--- config.mk ---
export PLATFORM = sky130hd
export DESIGN_NAME = ps2_host_tx
export DESIGN_NICKNAME = d
export VERILOG_FILES = /design/src/rtl/ps2_host_tx_pkg.sv /design/src/rtl/ps2_line_sync.sv /design/src/rtl/ps2_host_tx.sv
export SDC_FILE = /design/constraint.sdc
export NUM_CORES = 1
export LEC_CHECK = 0
export CAP_MARGIN = 20
export CORE_AREA = 3 3 89 91
export DETAILED_ROUTE_END_ITERATION = 10
export DIE_AREA = 0 0 92 94
export HOLD_SLACK_MARGIN = 0.06
export PLACE_DENSITY = 0.57
export SETUP_SLACK_MARGIN = 0.1
export SYNTH_ARGS = -nofsm -noshare
export SYNTH_HDL_FRONTEND = slang
export SYNTH_SLANG_ARGS = --single-unit
--- constraint.sdc ---
create_clock -name Fast_Clock -period 3.1 [get_ports Fast_Clock]
set_clock_uncertainty 0.2 [all_clocks]
set_input_delay 0.62 -clock Fast_Clock [delete_from_list [all_inputs] [get_ports Fast_Clock]]
set_output_delay 0.62 -clock Fast_Clock [all_outputs]
set_load 0.05 [all_outputs]
--- src/rtl/ps2_host_tx_pkg.sv ---
// Shared definitions for the PS/2 host-to-device transmitter: FSM states,
// frame edge indices and the odd-parity helper.
package ps2_host_tx_pkg;

  typedef enum logic [2:0] {
    ST_IDLE,
    ST_INHIBIT,
    ST_RTS,
    ST_SHIFT,
    ST_WAIT_IDLE
  } state_t;

  localparam int         FRAME_LEN   = 11;
  localparam logic [3:0] PARITY_EDGE = 4'd9;
  localparam logic [3:0] STOP_EDGE   = 4'd10;
  localparam logic [3:0] ACK_EDGE    = 4'(FRAME_LEN);

  function automatic logic odd_parity(input logic [7:0] b);
    return ~^b;
  endfunction

endpackage

--- src/rtl/ps2_line_sync.sv ---
// Multi-flop synchronizer for one PS/2 line plus a falling-edge strobe.
// Flops reset to 1 (idle line level) so reset release never fakes an edge.
module ps2_line_sync #(
  parameter int SYNC_STAGES = 2
) (
  input  logic gclk,
  input  logic grst_n,
  input  logic i_pin,
  output logic o_level,
  output logic o_fall
);

  logic [SYNC_STAGES-1:0] r_sync;
  logic                   r_prev;

  always_ff @(posedge gclk or negedge grst_n) begin
    if (!grst_n) begin
      r_sync <= '1;
      r_prev <= 1'b1;
    end else begin
      r_sync <= {r_sync[SYNC_STAGES-2:0], i_pin};
      r_prev <= r_sync[SYNC_STAGES-1];
    end
  end

  assign o_level = r_sync[SYNC_STAGES-1];
  // Built from two registers, so the strobe is glitch-free.
  assign o_fall  = r_prev & ~r_sync[SYNC_STAGES-1];

endmodule

--- src/rtl/ps2_host_tx.sv ---
// PS/2 host-to-device transmitter: inhibit, request-to-send, 11-bit frame
// clocked by the device, ack sample, with an overall frame timeout.
module ps2_host_tx
  import ps2_host_tx_pkg::*;
#(
  parameter int INHIBIT_CYCLES = 6000,
  parameter int TIMEOUT_CYCLES = 1000000,
  parameter int SYNC_STAGES    = 2
) (
  input  logic       Fast_Clock,
  input  logic       Raw_Reset_I,
  input  logic [7:0] Tx_Byte,
  input  logic       Tx_Start,
  output logic       Tx_Busy,
  output logic       Tx_Done,
  output logic       Tx_Ack_Err,
  output logic       Tx_Timeout,
  input  logic       KB_Clk_In,
  input  logic       KB_Data_In,
  output logic       KB_Clk_Drive_Low,
  output logic       KB_Data_Drive_Low,
  output logic       Rx_Inhibit
);

  localparam int TMR_MAX = (INHIBIT_CYCLES > TIMEOUT_CYCLES) ? INHIBIT_CYCLES : TIMEOUT_CYCLES;
  localparam int TW      = $clog2(TMR_MAX + 1);
  localparam logic [TW-1:0] INH_LAST = TW'(INHIBIT_CYCLES - 1);
  localparam logic [TW-1:0] TMO_LAST = TW'(TIMEOUT_CYCLES - 1);

  state_t         r_state, w_state;
  logic [7:0]     r_byte, w_byte;
  logic           r_parity, w_parity;
  logic [3:0]     r_bitcnt, w_bitcnt;
  logic [TW-1:0]  r_tmr, w_tmr, w_tmr_inc;
  logic           r_clk_low, w_clk_low;
  logic           r_data_low, w_data_low;
  logic           r_busy, w_busy;
  logic           r_done, w_done;
  logic           r_ack_err, w_ack_err;
  logic           r_timeout, w_timeout;

  logic w_clk_lvl, w_clk_fall, w_data_lvl, w_data_fall_unused;

  ps2_line_sync #(.SYNC_STAGES(SYNC_STAGES)) u_clk_sync (
    .gclk    (Fast_Clock),
    .grst_n  (Raw_Reset_I),
    .i_pin   (KB_Clk_In),
    .o_level (w_clk_lvl),
    .o_fall  (w_clk_fall)
  );

  ps2_line_sync #(.SYNC_STAGES(SYNC_STAGES)) u_data_sync (
    .gclk    (Fast_Clock),
    .grst_n  (Raw_Reset_I),
    .i_pin   (KB_Data_In),
    .o_level (w_data_lvl),
    .o_fall  (w_data_fall_unused)
  );

  assign w_tmr_inc = (r_tmr == '1) ? r_tmr : r_tmr + 1'b1;

  always_ff @(posedge Fast_Clock or negedge Raw_Reset_I) begin
    if (!Raw_Reset_I) begin
      r_state    <= ST_IDLE;
      r_byte     <= '0;
      r_parity   <= 1'b0;
      r_bitcnt   <= '0;
      r_tmr      <= '0;
      r_clk_low  <= 1'b0;
      r_data_low <= 1'b0;
      r_busy     <= 1'b0;
      r_done     <= 1'b0;
      r_ack_err  <= 1'b0;
      r_timeout  <= 1'b0;
    end else begin
      r_state    <= w_state;
      r_byte     <= w_byte;
      r_parity   <= w_parity;
      r_bitcnt   <= w_bitcnt;
      r_tmr      <= w_tmr;
      r_clk_low  <= w_clk_low;
      r_data_low <= w_data_low;
      r_busy     <= w_busy;
      r_done     <= w_done;
      r_ack_err  <= w_ack_err;
      r_timeout  <= w_timeout;
    end
  end

  always_comb begin
    w_state    = r_state;
    w_byte     = r_byte;
    w_parity   = r_parity;
    w_bitcnt   = r_bitcnt;
    w_tmr      = r_tmr;
    w_clk_low  = r_clk_low;
    w_data_low = r_data_low;
    w_busy     = r_busy;
    w_done     = 1'b0;
    w_ack_err  = r_ack_err;
    w_timeout  = r_timeout;
    case (r_state)
      ST_IDLE: begin
        // Busy drops one cycle after Done, so a start in the Done cycle is refused.
        w_busy     = 1'b0;
        w_clk_low  = 1'b0;
        w_data_low = 1'b0;
        if (Tx_Start && !r_busy) begin
          w_state   = ST_INHIBIT;
          w_byte    = Tx_Byte;
          w_parity  = odd_parity(Tx_Byte);
          w_busy    = 1'b1;
          w_clk_low = 1'b1;
          w_ack_err = 1'b0;
          w_timeout = 1'b0;
          w_tmr     = '0;
        end
      end
      ST_INHIBIT: begin
        if (r_tmr == INH_LAST) begin
          w_data_low = 1'b1;
          w_state    = ST_RTS;
        end else begin
          w_tmr = w_tmr_inc;
        end
      end
      ST_RTS: begin
        w_clk_low = 1'b0;
        w_tmr     = '0;
        w_bitcnt  = '0;
        w_state   = ST_SHIFT;
      end
      ST_SHIFT: begin
        if (r_tmr == TMO_LAST) begin
          w_clk_low  = 1'b0;
          w_data_low = 1'b0;
          w_timeout  = 1'b1;
          w_ack_err  = 1'b0;
          w_done     = 1'b1;
          w_state    = ST_IDLE;
        end else begin
          w_tmr = w_tmr_inc;
          if (w_clk_fall) begin
            w_bitcnt = r_bitcnt + 4'd1;
            if (w_bitcnt <= 4'd8) begin
              w_data_low = ~r_byte[r_bitcnt[2:0]];
            end else if (w_bitcnt == PARITY_EDGE) begin
              w_data_low = ~r_parity;
            end else if (w_bitcnt == STOP_EDGE) begin
              w_data_low = 1'b0;
            end else if (w_bitcnt == ACK_EDGE) begin
              w_data_low = 1'b0;
              w_ack_err  = w_data_lvl;
              w_state    = ST_WAIT_IDLE;
            end
          end
        end
      end
      ST_WAIT_IDLE: begin
        if (w_clk_lvl && w_data_lvl) begin
          w_done  = 1'b1;
          w_state = ST_IDLE;
        end
      end
      default: w_state = ST_IDLE;
    endcase
  end

  assign Tx_Busy           = r_busy;
  assign Tx_Done           = r_done;
  assign Tx_Ack_Err        = r_ack_err;
  assign Tx_Timeout        = r_timeout;
  assign KB_Clk_Drive_Low  = r_clk_low;
  assign KB_Data_Drive_Low = r_data_low;
  assign Rx_Inhibit        = r_busy;

endmodule

==> results.sh, run 1 <==
export IMPL_p_leak_nw=1.265
export IMPL_fp_row_count=31
export IMPL_final_cells=395
export IMPL_dieArea_sq_um=8648
export IMPL_fmax_mhz=372.7
export IMPL_maxCapViolCount=0
export IMPL_wl_per_cell_um=15.51
export IMPL_drive_above_1_share_pct=13.85
export IMPL_yosysMostFrequentCell="dfrtp_1"
export IMPL_dp_slack_ns=0.3789
export IMPL_routed_wl_um=6128
export IMPL_yosysSeqAreaShare_pct=42.38
export IMPL_cp_start_kind="flip-flop"
export IMPL_synthArstFlopShare_pct=100.0
export IMPL_first_iter_violations=101
export IMPL_gp_congestion=0.8006
export IMPL_numCtsBuffers=5
export IMPL_synth_top_cells_by_count="42 x dfrtp_1, 25 x nor2_1, 17 x nand2_1"
export IMPL_viasPerCell=5.471
export IMPL_synthDistinctLibCells=57
export IMPL_regArea_sq_um=1182
export IMPL_status="finished, final reports clean"
export IMPL_startpoint="r_bitcnt[1]"
export IMPL_grt_antenna_before_repair=0
export IMPL_grt_setup_unrepaired="false"
export IMPL_numClockSinks=47
export IMPL_synth_edf_count=0
export IMPL_ys_flop_type="dfrtp_1"
export IMPL_wl_met1_um=2890
export IMPL_port_buffers=19
export IMPL_syn_avg_cell_area_sq_um=10.15
export IMPL_grt_pass1_vias=2204
export IMPL_rr_endpoint="r_tmr[13]"
export IMPL_worstPathArrival_ns=2.67
export IMPL_diodes=0
export IMPL_r2r_cells=8
export IMPL_power_density_nw_per_um2=556.1
export IMPL_met2_length_um=3016
export IMPL_synth_top_cell_area_share_pct=37.67
export IMPL_worstSetupPathType="flip-flop to flip-flop"
export IMPL_hold_path_class="input port to asynchronous set/reset pin"
export IMPL_synth_top_cell_by_area="dfrtp_1"
export IMPL_initial_core_util_pct=38.67
export IMPL_synthTopCellsByArea="dfrtp_1 38%, dfstp_2 4.7%, xor2_1 4.7%"
export IMPL_setup_tns_ns=0
export IMPL_cp_end_kind="flip-flop"
export IMPL_synth_seq_cells=47
export IMPL_dpl_hpwl_um=4383
export IMPL_core_area_sq_um=7214
export IMPL_cts_resized=0
export IMPL_postSynthCellCount=275
export IMPL_grt_overflow_total=0
export IMPL_htreeDepth=2
export IMPL_cts_setup_buffers=0
export IMPL_insertion_delay_ns=0.30
export IMPL_nFillCells=726
export IMPL_slew_headroom_pct=64.62
export IMPL_num_nets_final=314
export IMPL_routed_top_layer="met4"
export IMPL_grt_pass1_wl_um=10650
export IMPL_hold_buffers=0
export IMPL_worstPathMaxFanout=19
export IMPL_finalCritPeriodShare_pct=86.56
export IMPL_area_delta_synth_final_pct=13.45
export IMPL_multi_input_area_sq_um=1483
export IMPL_cts_tree="yes"
export IMPL_grt_max_degree=48
export IMPL_tightest_slew_ns=0.5173
export IMPL_dr_wl_met3_um=160
export IMPL_clkTransAtPathRegs_ns=0.09
export IMPL_ant_nets=0
export IMPL_rrSetupSlack_ns=0.42
export IMPL_num_vias=2161
export IMPL_cts_buffer_depth=2
export IMPL_fp_dieH_um=94
export IMPL_drc=0
export IMPL_io_pins=20
export IMPL_place_inst=387
export IMPL_grtUsageTotal_pct=15.28
export IMPL_root_buffer="clkbuf_8"
export IMPL_firstDrtPassIters=4
export IMPL_r2r_start="r_bitcnt[1]"
export IMPL_cp_required_ns=3.08
export IMPL_synth_nets=294
export IMPL_post_route_min_period_ns=2.683
export IMPL_synth_area_sq_um=2790
export IMPL_peakVddDrop_mv=0.3064
export IMPL_yosys_warnings=0
export IMPL_fin_ws_ns=0.4166
export IMPL_finalHoldViolCount=0
export IMPL_slew_viol_final=0
export IMPL_fp_dieW_um=92
export IMPL_setup_violations=0
-- metrics by stage --
step	power (mW)	cell area [sq um]	utilization (%)	hold WS, ns
6_report	1.760	3166	43.88	0.09104
5_1_grt	1.877	3166	43.88	0.1130
4_1_cts	1.786	3166	43.88	0.1061
3_5_place_dp	1.419	3080	42.70	0.1479
3_3_place_gp	1.405	3080	42.70	0.1455
2_1_floorplan	1.276	2790	-	0.1244
-- cell families after synthesis --
family	after synthesis	share of synthesized area [%]
and+or+nand+nor	107	21.70
AOI/OAI and AO/OA	57	15.16
DFF	47	42.38
xor gates and xnor gates	23	7.220
buffers and inverters	21	4.484
muxes	14	6.368
adders and majority gates	6	2.691
-- how the worst max path moves through the flow --
stage	end	slack, ns	cells after the start
4_1_cts	r_tmr[14]	0.41	8
5_1_grt	r_tmr[12]	0.21	8
3_3_place_gp	r_tmr[0]	0.41	5
6_report	r_tmr[13]	0.42	8
2_1_floorplan	r_tmr[18]	0.58	10
3_5_place_dp	r_tmr[0]	0.38	5
-- layer usage --
metal  GRT usage [%]  up-vias
li1                -     1060
met1           19.85     1069
met2           25.36       28
met3           3.125        4
met4           5.322        0
met5               0        -
-- cells in the final DEF (no fill, tap or decap), types with 3 or more instances in the layout --
| cell type | Yosys | routed |
|---|---|---|
| o21ai_0 | 8 | 8 |
| xnor2_1 | 8 | 8 |
| a21oi_1 | 12 | 12 |
| a2111oi_2 | 3 | 3 |
| dfstp_2 | 5 | 5 |
| clkdlybuf4s50_1 | 0 | 18 |
| nand3_1 | 9 | 9 |
| clkbuf_8 | 0 | 5 |
| and3_1 | 7 | 7 |
| ha_1 | 6 | 6 |
| xor2_1 | 15 | 15 |
| and4_1 | 3 | 3 |
| nand2b_1 | 8 | 8 |
| dfrtp_1 | 42 | 42 |
| mux2_2 | 10 | 10 |
| nand2_1 | 17 | 17 |
| o211ai_1 | 9 | 9 |
| o31ai_1 | 5 | 5 |
| nand4_1 | 9 | 9 |
| nor2_1 | 25 | 25 |
| nor3_1 | 5 | 5 |
| inv_1 | 5 | 5 |
| or3_1 | 4 | 4 |
| buf_4 | 1 | 9 |
| or4_1 | 4 | 4 |
-- registers in the layout, indices dropped and copies added (netlist names) --
register            cells
r_state                 3
u_clk_sync.r_sync       2
u_data_sync.r_sync      2
Tx_Timeout              1
u_clk_sync.r_prev       1
r_bitcnt                4
Rx_Inhibit              1
Tx_Ack_Err              1
r_parity                1
KB_Clk_Drive_Low        1
r_tmr                  20
KB_Data_Drive_Low       1
r_byte                  8
Tx_Done                 1
-- final cells by class --
class                   count  area share (%)
clock inverters             2          0.3953
repair buffers             29           8.617
inverters                   5          0.5929
clock buffers               6           2.292
multi-input cells         207           46.84
flip-flops and latches     47           37.35
well taps                  99           3.913
-- critical path, stage by stage (launching register included) --
cell       delay [ns]
dfrtp_1          0.59
ha_1             0.38
xor2_1           0.24
nor2_1           0.07
a2111oi_2        0.39
buf_4            0.21
o2111a_1         0.17
buf_4            0.23
nor2_1           0.08
-- power by group --
group          total, mW  internal [mW]  switching (mW)
Sequential         0.813          0.723          0.0906
Combinational      0.585          0.252           0.333
Clock              0.362          0.158           0.204
Total               1.76           1.13           0.628
No activity file was read; power rests on OpenSTA's default activity.
==> inputs of run 2 (changes only) <==
CORE_AREA = 2 2 88 90   (was 3 3 89 91)
DIE_AREA = 0 0 90 92   (was 0 0 92 94)
==> results.sh, run 2 (synthesized netlist as in run 1, its figures left out) <==
export IMPL_rrSetupSlack_ns=0.43
export IMPL_fp_dieH_um=92
export IMPL_dp_slack_ns=0.3762
export IMPL_drc=0
export IMPL_top_regs="r_tmr: 20 flops, r_byte: 8 flops, r_bitcnt: 4 flops"
export IMPL_slew_headroom_pct=57.90
export IMPL_seq_power_share_pct=44.8
export IMPL_io_pins=20
export IMPL_layout_commonest_cell="dfrtp_1"
export IMPL_area_delta_synth_final_pct=13.81
export IMPL_wl_per_cell_um=14.84
export IMPL_insertion_delay_ns=0.31
export IMPL_initial_core_util_pct=37.47
export IMPL_drive_above_1_share_pct=14.19
export IMPL_hold_path_class="input port to asynchronous set/reset pin"
export IMPL_worstPathMaxFanout=19
export IMPL_routed_wl_um=5905
export IMPL_grt_antenna_before_repair=0
export IMPL_cts_buffer_depth=2
export IMPL_power_internal_mw=1.176
export IMPL_worstPathArrival_ns=2.66
export IMPL_rr_endpoint="r_tmr[13]"
export IMPL_r2r_start="r_bitcnt[1]"
export IMPL_setup_violations=0
export IMPL_cts_tree="yes"
export IMPL_dieArea_sq_um=8280
export IMPL_status="finished, final reports clean"
export IMPL_maxCapViolCount=0
export IMPL_grt_pass1_vias=2107
export IMPL_port_buffers=19
export IMPL_peakVddDrop_mv=0.2699
export IMPL_finalCritPeriodShare_pct=86.05
export IMPL_dpl_cell_area_sq_um=3072
export IMPL_hold_buffers=0
export IMPL_fmax_mhz=374.9
export IMPL_core_area_sq_um=7447
export IMPL_finish_instance_area_sq_um=3176
export IMPL_first_iter_violations=96
export IMPL_p_clk_share_pct=23.1
export IMPL_grt_setup_unrepaired="false"
export IMPL_fp_row_count=32
export IMPL_setup_tns_ns=0
export IMPL_r2r_cells=8
export IMPL_worstSetupPathType="flip-flop to flip-flop"
export IMPL_gp_congestion=0.8232
export IMPL_root_buffer="clkbuf_8"
export IMPL_cts_resized=0
export IMPL_numCtsBuffers=5
export IMPL_finalHoldViolCount=0
export IMPL_switching_share_pct=35.01
export IMPL_fin_ws_ns=0.4324
export IMPL_firstDrtPassIters=5
export IMPL_cts_setup_buffers=0
export IMPL_grtUsageTotal_pct=15.35
export IMPL_numClockSinks=47
export IMPL_tightest_slew_ns=0.6156
export IMPL_diodes=0
export IMPL_clkTransAtPathRegs_ns=0.09
export IMPL_grt_max_degree=26
export IMPL_grt_pass1_wl_um=10340
export IMPL_dpl_hpwl_um=4301
export IMPL_p_comb_share_pct=32.1
export IMPL_p_leak_nw=1.270
export IMPL_p_sw_uw=633.7
export IMPL_num_vias=2150
export IMPL_htreeDepth=2
export IMPL_viasPerCell=5.402
export IMPL_num_nets_final=314
export IMPL_slew_viol_final=0
export IMPL_grt_overflow_total=0
export IMPL_power_density_nw_per_um2=570.0
export IMPL_cp_end_kind="flip-flop"
export IMPL_largest_reg_flops=20
export IMPL_ant_nets=0
export IMPL_cp_required_ns=3.10
export IMPL_mostFrequentLayoutCells="42 x dfrtp_1, 25 x nor2_1, 18 x clkdlybuf4s50_1"
export IMPL_cp_start_kind="flip-flop"
export IMPL_top_register="r_tmr"
export IMPL_fp_dieW_um=90
export IMPL_post_route_min_period_ns=2.668
## run 2: how the worst max path moves through the flow
stage           startpoint         to  slack, ns  cells after the start
6_report       r_bitcnt[1]  r_tmr[13]       0.43                      8
2_1_floorplan  r_bitcnt[0]  r_tmr[18]       0.58                     10
5_1_grt        r_bitcnt[1]  r_tmr[14]       0.19                      8
4_1_cts        r_bitcnt[1]  r_tmr[17]       0.40                      8
3_5_place_dp      Tx_Start   r_tmr[0]       0.38                      5
3_3_place_gp      Tx_Start   r_tmr[0]       0.39                      5
## run 2: metrics by stage
step                total power, mW  hold slack (ns)  instances  utilization [%]
floorplan                     1.276           0.1244        275                -
global placement              1.404           0.1454        390            41.25
detailed placement            1.409           0.1469        390            41.25
CTS                           1.835          0.08017        398            42.64
global route                  1.938          0.09754        398            42.64
finish                        1.810          0.07562        398            42.64
## run 2: worst max-delay path, cell delays in order (launching register included)
cell	delay [ns]
dfrtp_1	0.57
ha_1	0.36
xor2_1	0.26
nor2_1	0.08
a2111oi_2	0.39
buf_4	0.21
o2111a_1	0.17
buf_4	0.24
nor2_1	0.08
## run 2: metal layers
metal	share of wire, %	routed length, um	global-route usage [%]	vias to the layer above
met5	0	0	0	-
met4	1.3	76	5.128	0
met3	2.7	162	2.794	7
met2	49	2908	25.00	27
met1	47	2758	20.73	1053
li1	-	-	-	1063
## run 2: power by group through the flow
stage / sequential [mW] / combinational (mW) / clock, mW
final: 0.811 / 0.581 / 0.418
after CTS: 0.811 / 0.588 / 0.436
after global placement: 0.821 / 0.583 / 0
after floorplan: 0.843 / 0.434 / 0
after global routing: 0.833 / 0.644 / 0.462
after detailed placement: 0.824 / 0.585 / 0
## run 2: area by class of cell
| cell class | count | area [sq um] |
|---|---|---|
| fill | 768 | 4272 |
| multi-input combinational | 207 | 1483 |
| sequential | 47 | 1182 |
| timing repair buffer | 29 | 260.3 |
| tap | 102 | 127.6 |
| clock buffer | 7 | 96.34 |
| inverter | 5 | 18.77 |
| clock inverter | 1 | 7.507 |
==> inputs of run 3 (changes only) <==
DONT_BUFFER_PORTS = 1   (was not set)
HOLD_SLACK_MARGIN = 0.03   (was 0.06)
PLACE_DENSITY = 0.53   (was 0.57)
==> results.sh, run 3 (synthesized netlist as in run 1, its figures left out) <==
export IMPL_status="finished, final reports clean"
export IMPL_post_route_min_period_ns=2.774
export IMPL_largest_reg_flops=20
export IMPL_fp_dieW_um=90
export IMPL_grt_setup_unrepaired="false"
export IMPL_first_iter_violations=87
export IMPL_num_nets_final=295
export IMPL_worst_path_max_delay_cell="dfrtp_1"
export IMPL_drive_above_1_share_pct=14.44
export IMPL_setup_tns_ns=0
export IMPL_layout_commonest_cell="dfrtp_1"
export IMPL_cts_tree="yes"
export IMPL_drc=0
export IMPL_fp_row_count=32
export IMPL_peakVddDrop_mv=0.3516
export IMPL_cp_common_cell="nor2_1"
export IMPL_tightest_slew_ns=0.7345
export IMPL_port_buffers=0
export IMPL_grt_pass1_wl_um=10470
export IMPL_p_sw_uw=632.9
export IMPL_io_pins=20
export IMPL_power_mw=1.730
export IMPL_root_buffer="clkbuf_8"
export IMPL_firstDrtPassIters=4
export IMPL_grt_pass1_vias=2080
export IMPL_wl_per_cell_um=15.70
export IMPL_power_internal_mw=1.097
export IMPL_clkTransAtPathRegs_ns=0.09
export IMPL_finalCritPeriodShare_pct=89.47
export IMPL_initial_core_util_pct=37.47
export IMPL_worstPathArrival_ns=2.76
export IMPL_p_comb_share_pct=29.1
export IMPL_setup_violations=0
export IMPL_place_inst=369
export IMPL_maxCapViolCount=0
export IMPL_hold_path_class="input port to flip-flop"
export IMPL_p_leak_nw=1.196
export IMPL_htreeDepth=2
export IMPL_hold_path_depth=0
export IMPL_dieArea_sq_um=8280
export IMPL_cp_end_kind="flip-flop"
export IMPL_numCtsBuffers=5
export IMPL_num_vias=2067
export IMPL_fin_ws_ns=0.3263
export IMPL_dp_slack_ns=0.3583
export IMPL_fp_dieH_um=92
export IMPL_top_register="r_tmr"
export IMPL_gp_congestion=0.8063
export IMPL_ant_nets=0
export IMPL_worstSetupPathType="flip-flop to flip-flop"
export IMPL_viasPerCell=5.454
export IMPL_cts_setup_buffers=0
export IMPL_mostFrequentLayoutCells="41 x dfrtp_1, 25 x nor2_1, 17 x nand2_1"
export IMPL_insertion_delay_ns=0.31
export IMPL_grt_max_degree=48
export IMPL_cp_required_ns=3.09
export IMPL_path_cells="ha_1 > xor2_1 > nor2_1 > a2111oi_2 > o2111a_1 > buf_4 > nor2_1"
export IMPL_cp_start_kind="flip-flop"
export IMPL_numClockSinks=47
export IMPL_p_clk_share_pct=22.0
export IMPL_top_regs="r_tmr: 20 flops, r_byte: 8 flops, r_bitcnt: 4 flops"
export IMPL_worstPathMaxFanout=19
export IMPL_crit_path_max_incr_delay_ns=0.58
export IMPL_diodes=0
export IMPL_cts_buffer_depth=2
export IMPL_r2r_cells=7
export IMPL_finish_instance_area_sq_um=3000
export IMPL_power_density_nw_per_um2=576.5
export IMPL_finalHoldViolCount=0
export IMPL_slew_headroom_pct=50.94
export IMPL_area_delta_synth_final_pct=7.534
export IMPL_seq_power_share_pct=49.0
export IMPL_final_cells=379
export IMPL_grt_antenna_before_repair=0
export IMPL_routed_wl_um=5951
export IMPL_grt_overflow_total=0
export IMPL_fmax_mhz=360.5
export IMPL_dpl_hpwl_um=4236
export IMPL_core_area_sq_um=7447
export IMPL_slew_viol_final=0
export IMPL_dpl_cell_area_sq_um=2872
export IMPL_switching_share_pct=36.59
export IMPL_grtUsageTotal_pct=15.66
[run 3: through the flow]
step	hold WS, ns	util (%)
floorplan	0.1244	-
global placement	0.1253	38.56
detailed placement	0.1256	38.56
CTS	0.08604	40.27
global route	0.07853	40.29
finish	0.1012	40.29
[run 3: power by group through the flow]
stage	Combinational [mW]	Sequential [mW]	Clock, mW
2_1_floorplan	0.434	0.843	0
3_3_place_gp	0.483	0.863	0
3_5_place_dp	0.490	0.863	0
4_1_cts	0.510	0.849	0.401
5_1_grt	0.569	0.867	0.427
6_report	0.503	0.847	0.380
[run 3: worst paths after layout]
path / from / end / slack (ns)
max: r_bitcnt[1] / r_tmr[17] / 0.33
min: KB_Data_In / u_data_sync.r_sync[0] / 0.10
max reg2reg: r_bitcnt[1] / r_tmr[17] / 0.33
min reg2reg: u_data_sync.r_sync[0] / u_data_sync.r_sync[1] / 0.16
max in group asynchronous: Raw_Reset_I / u_clk_sync.r_prev / 1.80
min in group asynchronous: Raw_Reset_I / r_bitcnt[0] / 0.61
[run 3: critical path: cells and delay by family (launching register included)]
kind	cells	cell delay, ns
AO/OA/AOI/OAI	2	0.82
flip-flops	1	0.58
adder cells (fa/ha/maj)	1	0.36
XOR/XNOR	1	0.28
buffers and inverters	1	0.23
AND/OR/NAND/NOR	2	0.17
[run 3: cell type report]
type	count	area, sq um
repair buffers	10	97.59
flip-flops and latches	47	1184
clock buffers	6	72.57
inverters	5	18.77
multi-input cells	207	1483
well taps	102	127.6
fillers	776	4447
clock inverters	2	17.52
[run 3: per-layer routing]
| layer | vias to the layer above | wire, um | track usage [%] |
|---|---|---|---|
| met5 | - | 0 | 0 |
| li1 | 1022 | - | - |
| met3 | 4 | 151 | 2.547 |
| met2 | 28 | 2883 | 25.13 |
| met4 | 0 | 58 | 4.872 |
| met1 | 1013 | 2858 | 21.79 |
[run 3: what timing repair did]
action | in CTS | in global routing
endpoints found under the setup margin | 0 | 3
endpoints found under the hold margin | 47 | 0
hold buffers | 2 | 0
gates resized for setup | 0 | 1
